<file path="src/rtl/serializer_pkg.sv">
// Shared types and helpers for the parametrised serializer.
package serializer_pkg;

    typedef enum logic [0:0] {StIdle, StShift} state_e;

    // A length field of zero encodes a full-width word.
    function automatic int unsigned eff_len(input int unsigned mod, input int unsigned data_w);
        return (mod == 0) ? data_w : mod;
    endfunction

    // Non-zero lengths shorter than min_len are dropped on input.
    function automatic logic is_legal(input int unsigned mod, input int unsigned min_len);
        return (mod == 0) || (mod >= min_len);
    endfunction

endpackage

</file>
<file path="src/rtl/ser_word_buf.sv">
// One-entry holding register for a word waiting behind the active one.
module ser_word_buf #(
    parameter int unsigned DATA_W = 16,
    parameter int unsigned MOD_W  = 4
) (
    input  logic              clk_i,
    input  logic              arst_i,
    input  logic              push_i,
    input  logic              pop_i,
    input  logic [DATA_W-1:0] data_i,
    input  logic [MOD_W-1:0]  mod_i,
    input  logic              lsb_first_i,
    output logic              valid_o,
    output logic [DATA_W-1:0] data_o,
    output logic [MOD_W-1:0]  mod_o,
    output logic              lsb_first_o
);

    logic              valid_q, valid_d;
    logic [DATA_W-1:0] data_q, data_d;
    logic [MOD_W-1:0]  mod_q, mod_d;
    logic              lsb_q, lsb_d;

    // Push only happens while empty and pop only while full, so they never collide.
    always_comb begin
        valid_d = valid_q;
        data_d  = data_q;
        mod_d   = mod_q;
        lsb_d   = lsb_q;
        if (push_i) begin
            valid_d = 1'b1;
            data_d  = data_i;
            mod_d   = mod_i;
            lsb_d   = lsb_first_i;
        end else if (pop_i) begin
            valid_d = 1'b0;
        end
    end

    // Buffer state register.
    always_ff @(posedge clk_i or posedge arst_i) begin
        if (arst_i) begin
            valid_q <= 1'b0;
            data_q  <= '0;
            mod_q   <= '0;
            lsb_q   <= 1'b0;
        end else begin
            valid_q <= valid_d;
            data_q  <= data_d;
            mod_q   <= mod_d;
            lsb_q   <= lsb_d;
        end
    end

    assign valid_o     = valid_q;
    assign data_o      = data_q;
    assign mod_o       = mod_q;
    assign lsb_first_o = lsb_q;

endmodule

</file>
<file path="src/rtl/serializer_param.sv">
// Parallel-to-serial converter with per-word length and bit order, and a
// one-word holding buffer so consecutive words stream with no gap.
module serializer_param
    import serializer_pkg::*;
#(
    parameter int unsigned DATA_W  = 16,
    parameter int unsigned MOD_W   = $clog2(DATA_W),
    parameter int unsigned MIN_LEN = 3
) (
    input  logic              clk_i,
    input  logic              arst_i,
    input  logic [DATA_W-1:0] data_i,
    input  logic [MOD_W-1:0]  data_mod_i,
    input  logic              data_lsb_first_i,
    input  logic              data_val_i,
    output logic              ser_data_o,
    output logic              ser_data_val_o,
    output logic              busy_o
);

    function automatic logic [DATA_W-1:0] bit_rev(input logic [DATA_W-1:0] d);
        logic [DATA_W-1:0] r;
        for (int i = 0; i < int'(DATA_W); i++) begin
            r[i] = d[DATA_W-1-i];
        end
        return r;
    endfunction

    state_e            state_q, state_d;
    logic [DATA_W-1:0] shift_q, shift_d;
    logic [MOD_W-1:0]  cnt_q, cnt_d;
    logic              ser_data_q, ser_data_d;
    logic              ser_val_q, ser_val_d;

    logic              buf_valid, buf_push, buf_pop, buf_lsb;
    logic [DATA_W-1:0] buf_data;
    logic [MOD_W-1:0]  buf_mod;

    logic              in_take;
    logic              ld_en, ld_lsb;
    logic [DATA_W-1:0] ld_data, ld_norm;
    logic [MOD_W-1:0]  ld_mod;

    // Accepted and legal; illegal short words are swallowed with no effect.
    assign in_take = data_val_i & ~buf_valid & is_legal(32'(data_mod_i), MIN_LEN);

    // Next-state: cnt_q counts the bits still to come after the one on ser_data_o.
    always_comb begin
        state_d    = state_q;
        shift_d    = shift_q;
        cnt_d      = cnt_q;
        ser_data_d = ser_data_q;
        ser_val_d  = ser_val_q;
        buf_push   = 1'b0;
        buf_pop    = 1'b0;
        ld_en      = 1'b0;
        ld_data    = data_i;
        ld_mod     = data_mod_i;
        ld_lsb     = data_lsb_first_i;
        ld_norm    = '0;

        unique case (state_q)
            StIdle: begin
                if (in_take) begin
                    ld_en   = 1'b1;
                    state_d = StShift;
                end
            end
            StShift: begin
                if (cnt_q != '0) begin
                    ser_data_d = shift_q[DATA_W-1];
                    shift_d    = shift_q << 1;
                    cnt_d      = cnt_q - 1'b1;
                    buf_push   = in_take;
                end else if (buf_valid) begin
                    buf_pop = 1'b1;
                    ld_en   = 1'b1;
                    ld_data = buf_data;
                    ld_mod  = buf_mod;
                    ld_lsb  = buf_lsb;
                end else if (in_take) begin
                    ld_en = 1'b1;
                end else begin
                    state_d    = StIdle;
                    ser_val_d  = 1'b0;
                    ser_data_d = 1'b0;
                end
            end
            default: state_d = StIdle;
        endcase

        // Words are normalised to MSB-first so the shifter only ever moves left.
        if (ld_en) begin
            ld_norm    = ld_lsb ? bit_rev(ld_data) : ld_data;
            ser_data_d = ld_norm[DATA_W-1];
            ser_val_d  = 1'b1;
            shift_d    = ld_norm << 1;
            cnt_d      = MOD_W'(eff_len(32'(ld_mod), DATA_W) - 1);
        end
    end

    // State, shifter, counter and registered outputs.
    always_ff @(posedge clk_i or posedge arst_i) begin
        if (arst_i) begin
            state_q    <= StIdle;
            shift_q    <= '0;
            cnt_q      <= '0;
            ser_data_q <= 1'b0;
            ser_val_q  <= 1'b0;
        end else begin
            state_q    <= state_d;
            shift_q    <= shift_d;
            cnt_q      <= cnt_d;
            ser_data_q <= ser_data_d;
            ser_val_q  <= ser_val_d;
        end
    end

    ser_word_buf #(
        .DATA_W (DATA_W),
        .MOD_W  (MOD_W)
    ) u_buf (
        .clk_i       (clk_i),
        .arst_i      (arst_i),
        .push_i      (buf_push),
        .pop_i       (buf_pop),
        .data_i      (data_i),
        .mod_i       (data_mod_i),
        .lsb_first_i (data_lsb_first_i),
        .valid_o     (buf_valid),
        .data_o      (buf_data),
        .mod_o       (buf_mod),
        .lsb_first_o (buf_lsb)
    );

    assign ser_data_o     = ser_data_q;
    assign ser_data_val_o = ser_val_q;
    assign busy_o         = buf_valid;

endmodule

</file>
<file path="config.mk">
export PLATFORM = sky130hd
export DESIGN_NAME = serializer_param
export DESIGN_NICKNAME = d
export VERILOG_FILES = /design/src/rtl/serializer_pkg.sv /design/src/rtl/ser_word_buf.sv /design/src/rtl/serializer_param.sv
export SDC_FILE = /design/constraint.sdc
export NUM_CORES = 1
export LEC_CHECK = 0
export ABC_AREA = 1
export BUFFER_PORTS_ARGS = -buffer_cell sky130_fd_sc_hd__buf_2
export CORE_UTILIZATION = 58
export CTS_CLUSTER_SIZE = 30
export DETAILED_ROUTE_END_ITERATION = 8
export PLACE_DENSITY = 0.84
export SLEW_MARGIN = 20
export SYNTH_ARGS = -nofsm -noshare
export SYNTH_HDL_FRONTEND = slang
export SYNTH_SLANG_ARGS = --single-unit
</file>
<file path="constraint.sdc">
create_clock -name clk_i -period 1.7 [get_ports clk_i]
set_input_delay 0.17 -clock clk_i [delete_from_list [all_inputs] [get_ports clk_i]]
set_output_delay 0.17 -clock clk_i [all_outputs]
set_load 0.05 [all_outputs]
</file>
==> Word-level counts from Yosys, hierarchy flattened <==
Index checks and enable logic that the tools add are counted.
{ "word_totals": {"reg_bits": 45, "output_inout_bits": 3, "in_bits": 24} }
{ "classes": {"muxes": 38, "add_sub_neg": 2, "reduce_logical": 10, "bitwise_logic": 4, "eq_ne": 5, "order_cmp": 1} }
{ "ops": {"columns": ["op", "n"], "rows": [
  ["two-way mux 16 bit", 7],
  ["two-way mux 4 bit", 7],
  ["two-way mux 1 bit", 22],
  ["zero test 4 bit", 2],
  ["subtractor 4 x 1 -> 4 bit (second input constant)", 2],
  ["nonzero test 2 bit", 3],
  [">= comparator 4 x 2 -> 1 bit (second input constant)", 1],
  ["!= test 2 bit (second input constant)", 2],
  ["case mux 1 bit (2 select lines)", 2],
  ["AND reduction 4 bit", 1],
  ["nonzero test 4 bit", 1],
  ["!= test 3 x 1 -> 1 bit (second input constant)", 1],
  ["!= test 3 bit (second input constant)", 1],
  ["AND reduction 3 bit", 1],
  ["bitwise AND 1 bit", 2],
  ["!= test 2 x 1 -> 1 bit (second input constant)", 1],
  ["NOT 1 bit", 2],
  ["AND reduction 2 bit", 1],
  ["logical OR 1 bit", 1]
]} }

==> Longest topological paths before layout <==
{ "logic_depth": {"word_depth": 9, "mapped_depth": 12} }

==> Hierarchy <==
From an unflattened synthesis, not the netlist that was laid out.
{ "unflattened": {"hier_cells": 317, "hier_area_um2": 2406.1} }
{ "by_module_without_submodules": {"columns": ["module", "cells_each", "area_each_um2", "instances"], "rows": [
  ["serializer_param", 223, 1562.7, 1],
  ["ser_word_buf", 94, 843.3, 1]
]} }

==> Worst setup path before layout <==
Ideal clock, no wire load.
{ "synth_timing": {"path_type": "flip-flop to flip-flop", "start": "register u_buf.valid_q (netlist: u_buf.valid_o)", "end": "register cnt_q[2]", "t_required_ps": 1624, "path_stages_with_launch": 10, "setup_slack_ps": -187, "arrival_time_ps": 1810, "cell_sequence": "dfrtp_1 > nand4_2 > buf_6 > nand2_1 > o21ai_1 > nand2_1 > nand2_2 > ha_1 > xor2_1 > o21ai_1"} }
{ "synth_between": {"elab_chain_len": 9} }
{ "synth_rtl": {"columns": ["element", "line", "text"], "rows": [
  ["from (decl)", "ser_word_buf.sv:19", "logic valid_q, valid_d;"],
  ["from (signal assigned)", "ser_word_buf.sv:48", "valid_q <= valid_d;"],
  ["branches (longest 9 deep; another with subtractor 4 x 1 -> 4 bit)", null, null],
  ["to (signal assigned)", "serializer_param.sv:113", "cnt_q <= cnt_d;"],
  ["to (decl)", "serializer_param.sv:31", "logic [MOD_W-1:0] cnt_q, cnt_d;"]
]} }
Several ways; the timed one is not identified.
A chain may end at the register's enable or synchronous reset.

==> Worst setup path in the final report <==
{ "layout_timing": {"start": "register cnt_q[2]", "end": "register shift_q[1]"} }
{ "layout_between": {"elab_chain_len": 5} }
{ "layout_rtl": {"columns": ["element", "line", "text"], "rows": [
  ["nonzero test 4 bit *", "serializer_param.sv:70", "if (cnt_q != '0) begin"],
  ["two-way mux 1 bit or two-way mux 16 bit (tied branches)", "serializer_param.sv:70", null],
  ["case mux 1 bit (2 select lines) (tied with other cells)", "serializer_param.sv:62", "unique case (state_q)"],
  ["nonzero test 2 bit (no line) or two-way mux 16 bit (tied branches)", null, null],
  ["AND reduction 2 bit (no line) or two-way mux 16 bit (tied branches)", null, null],
  ["to (signal assigned)", "serializer_param.sv:112", "shift_q <= shift_d;"],
  ["to (decl)", "serializer_param.sv:30", "logic [DATA_W-1:0] shift_q, shift_d;"]
]} }
Mark *: on every way between the ends. The rest lies on a longest branch, timed or not.

==> impl_metrics.tcl <==
set metrics [dict create \
    most-common-layout-cells "nand2_1, dfrtp_1, inv_1" \
    drtIter0Drc 120 \
    port_buffers 26 \
    rsz0062_at_grt "yes" \
    final_nets 383 \
    num_antenna_cells 0 \
    hold_path_class "input port to flip-flop" \
    min_to "u_buf.data_o[12]" \
    clkLatencyLatePin_ns 0.29 \
    cts_buffer_depth 2 \
    cts_tree "done" \
    setup_ws_ns 0.0308 \
    ant_nets 0 \
    grt_pass1_wl_um 8700 \
    period_share_pct 98.2 \
    placed_area_um2 2630 \
    p_int_w 0.00303 \
    synthCells 320 \
    grt_max_degree 45 \
    path_class "flip-flop to flip-flop" \
    rows 23 \
    hp-start "data_i[12]" \
    drv_slew 0 \
    wl_per_cell_um 12.6 \
    p_switching_w 0.00222 \
    pwr-share-seq_pct 35.8 \
    power.density_nw_per_um2 1870 \
    r2r_cells 7 \
    dpl_worst_slack_ns -0.0684 \
    start_util_pct 60.0 \
    vdd_drop_max_uv 958 \
    antenna_found_initial 0 \
    finalSetupTns_ns 0 \
    via_per_inst 5.30 \
    grt_pass1_vias 1961 \
    cts_buffers 5 \
    dp_cells 397 \
    finalWeightedCongestion 0.842 \
    hold_viol_final 0 \
    yosys_register_bits 44 \
    core_um2 4000 \
    wl_um 5130 \
    synth_cell_types 32 \
    grt-ovfl-total 0 \
    maxCapViolations 0 \
    final_layout_size_suffix_gt1_share_pct 20.1 \
    finalInstanceArea_um2 2810 \
    min_path_cells 3 \
    regToRegSetupSlack_ns 0.03 \
    path_cells "nor2_4 -> nand4_4 -> inv_1 -> nand2_1 -> o21ai_0 -> a21oi_1 -> a22o_1" \
    die_width_um 66.3 \
    leakage_nw 1.48 \
    drc 0 \
    reg2reg_to "shift_q[1]" \
    die_area_um2 4400 \
    syn_area_per_cell_um2 7.50 \
    ios 27 \
    setup_viol 0 \
    swShare_pct 42.3 \
    clock_sinks 44 \
    fmax_ghz 0.599 \
    crit_path_top_delay_cell "dfrtp_1" \
    worstPathRequired_ns 1.89 \
    via_count 2168 \
    power_frac_comb_pct 49.2 \
    max_stage_delay_ns 0.42 \
    clkPwrFrac_pct 15.1 \
    ys_warn_count 0 \
    cts-root-buf "clkbuf_8" \
    fin_crit_ns 1.67 \
    cts.reportedPaths.clkPinSlew_ns 0.08 \
    grt_use_total_pct 26.3 \
    worst_pin_slew_ns 0.324 \
    startpoint_type "flip-flop" \
    r2r-start "cnt_q[2]" \
    cp-end-kind "flip-flop" \
    relSlewSlack_pct 78.2 \
    worstPathArrival_ns 1.86 \
    layout_commonest_cell "nand2_1" \
    die_y_um 66.3 \
    worst-path-buf-inv 1 \
    stdcell_count 409 \
    fin_worst_skew_ns 0.00451 \
    ys_seq_area_share_pct 45.9 \
    dp_hpwl_um 3680 \
    htreeDepth 2 \
    final_util_pct 70.3 \
    drt-pass1-iter-count 4 \
    synthesis.area_um2 2400 \
    synth_nets 345 \
    syn_to_final_growth_pct 17.3 \
    fillers 306 \
    critPathMaxFanout 11 \
    critical-path-top-delay-family "compound AO/OA/AOI/OAI gates" \
    outcome "complete, no violations" \
]
==> cell families after synthesis <==
family	share of synthesized area, %
AO/OA/AOI/OAI	17.1
XOR/XNOR	0.365
adder cells (fa/ha/maj)	0.521
buffers and inverters	10.6
flip-flops	45.9
AND/OR/NAND/NOR	25.5
==> worst max-delay path by stage <==
stage	startpoint	end	slack (ns)	depth (start not counted)
floorplan	u_buf.valid_o	cnt_q[2]	0.01	9
global placement	cnt_q[0]	cnt_q[2]	-0.02	10
detailed placement	cnt_q[0]	cnt_q[2]	-0.07	10
CTS	cnt_q[0]	cnt_q[2]	0.006	10
global route	cnt_q[2]	shift_q[4]	-0.07	9
finish	cnt_q[2]	shift_q[1]	0.03	7
==> registers in the layout, summed over array words and instances (netlist names) <==
register	cells
cnt_q	4
u_buf.lsb_first_o	1
state_q	1
ser_data_o	1
u_buf.mod_o	4
ser_data_val_o	1
u_buf.valid_o	1
shift_q	15
u_buf.data_o	16
==> synthesized netlist by cell type <==
| master | count | share of area, % |
|---|---|---|
| a21oi_1 | 22 | 4.6 |
| a21oi_4 | 1 | 0.68 |
| a22o_1 | 1 | 0.37 |
| a22oi_1 | 1 | 0.31 |
| a31oi_1 | 1 | 0.26 |
| buf_2 | 6 | 1.3 |
| buf_4 | 3 | 0.94 |
| buf_6 | 4 | 1.9 |
| clkbuf_1 | 1 | 0.16 |
| clkinv_2 | 1 | 0.21 |
| dfrtp_1 | 44 | 46 |
| ha_1 | 1 | 0.52 |
| inv_1 | 36 | 5.6 |
| inv_2 | 2 | 0.31 |
| inv_4 | 1 | 0.26 |
| nand2_1 | 99 | 15 |
| nand2_2 | 2 | 0.52 |
| nand2_4 | 1 | 0.47 |
| nand3_1 | 21 | 4.4 |
| nand4_1 | 1 | 0.26 |
| nand4_2 | 1 | 0.52 |
| nor2_1 | 19 | 3.0 |
| nor2_2 | 1 | 0.26 |
| nor2_4 | 1 | 0.47 |
| nor3_1 | 1 | 0.21 |
| o211ai_1 | 1 | 0.31 |
| o21ai_0 | 30 | 6.3 |
| o21ai_1 | 12 | 2.5 |
| o21ai_2 | 1 | 0.37 |
| o21ai_4 | 1 | 0.68 |
| o221ai_1 | 2 | 0.73 |
| xor2_1 | 1 | 0.37 |
==> worst register-to-register path: stages, from the launching register on <==
cell     delay, ns
dfrtp_1       0.42
nor2_4        0.15
nand4_4       0.18
inv_1         0.28
nand2_1       0.08
o21ai_0       0.15
a21oi_1       0.13
a22o_1        0.19
==> through the flow <==
stage / total power (W) / hold WS, ns
2_1_floorplan: 0.00368 / 0.329
3_3_place_gp: 0.00418 / 0.250
3_5_place_dp: 0.00431 / 0.250
4_1_cts: 0.00515 / 0.142
5_1_grt: 0.00568 / 0.154
6_report: 0.00525 / 0.143
==> repair_timing <==
item                       CTS  global route
gates resized for setup      2            10
hold buffers                 1             0
setup buffers                1             2
pin swaps                    1             6
hold endpoints to repair    44             0
setup endpoints to repair   11            18
==> routing by layer <==
metal  up-vias  global-route usage [%]  wire length (um)
met5         -                       0                 0
met4         0                    6.91                52
met3         7                    3.79               240
met2        64                    42.6              2480
met1       997                    36.7              2360
li1       1100                       -                 -
==> cell type report <==
type / instances / area (um^2) / area share, %
sequential: 44 / 1100 / 39.2
multi-input combinational: 222 / 1080 / 38.4
timing repair buffer: 45 / 304 / 10.8
inverter: 40 / 154 / 5.47
clock buffer: 5 / 68.8 / 2.45
tap: 50 / 62.6 / 2.22
clock inverter: 3 / 42.5 / 1.51
==> power groups by stage <==
stage          clock network (W)  registers, W  logic [W]
2_1_floorplan                  0       0.00192    0.00175
3_3_place_gp                   0       0.00185    0.00234
3_5_place_dp                   0       0.00186    0.00245
4_1_cts                 0.000808       0.00186    0.00249
5_1_grt                 0.000840       0.00194    0.00290
6_report                0.000791       0.00188    0.00258
No activity file was read; power rests on OpenSTA's default activity.
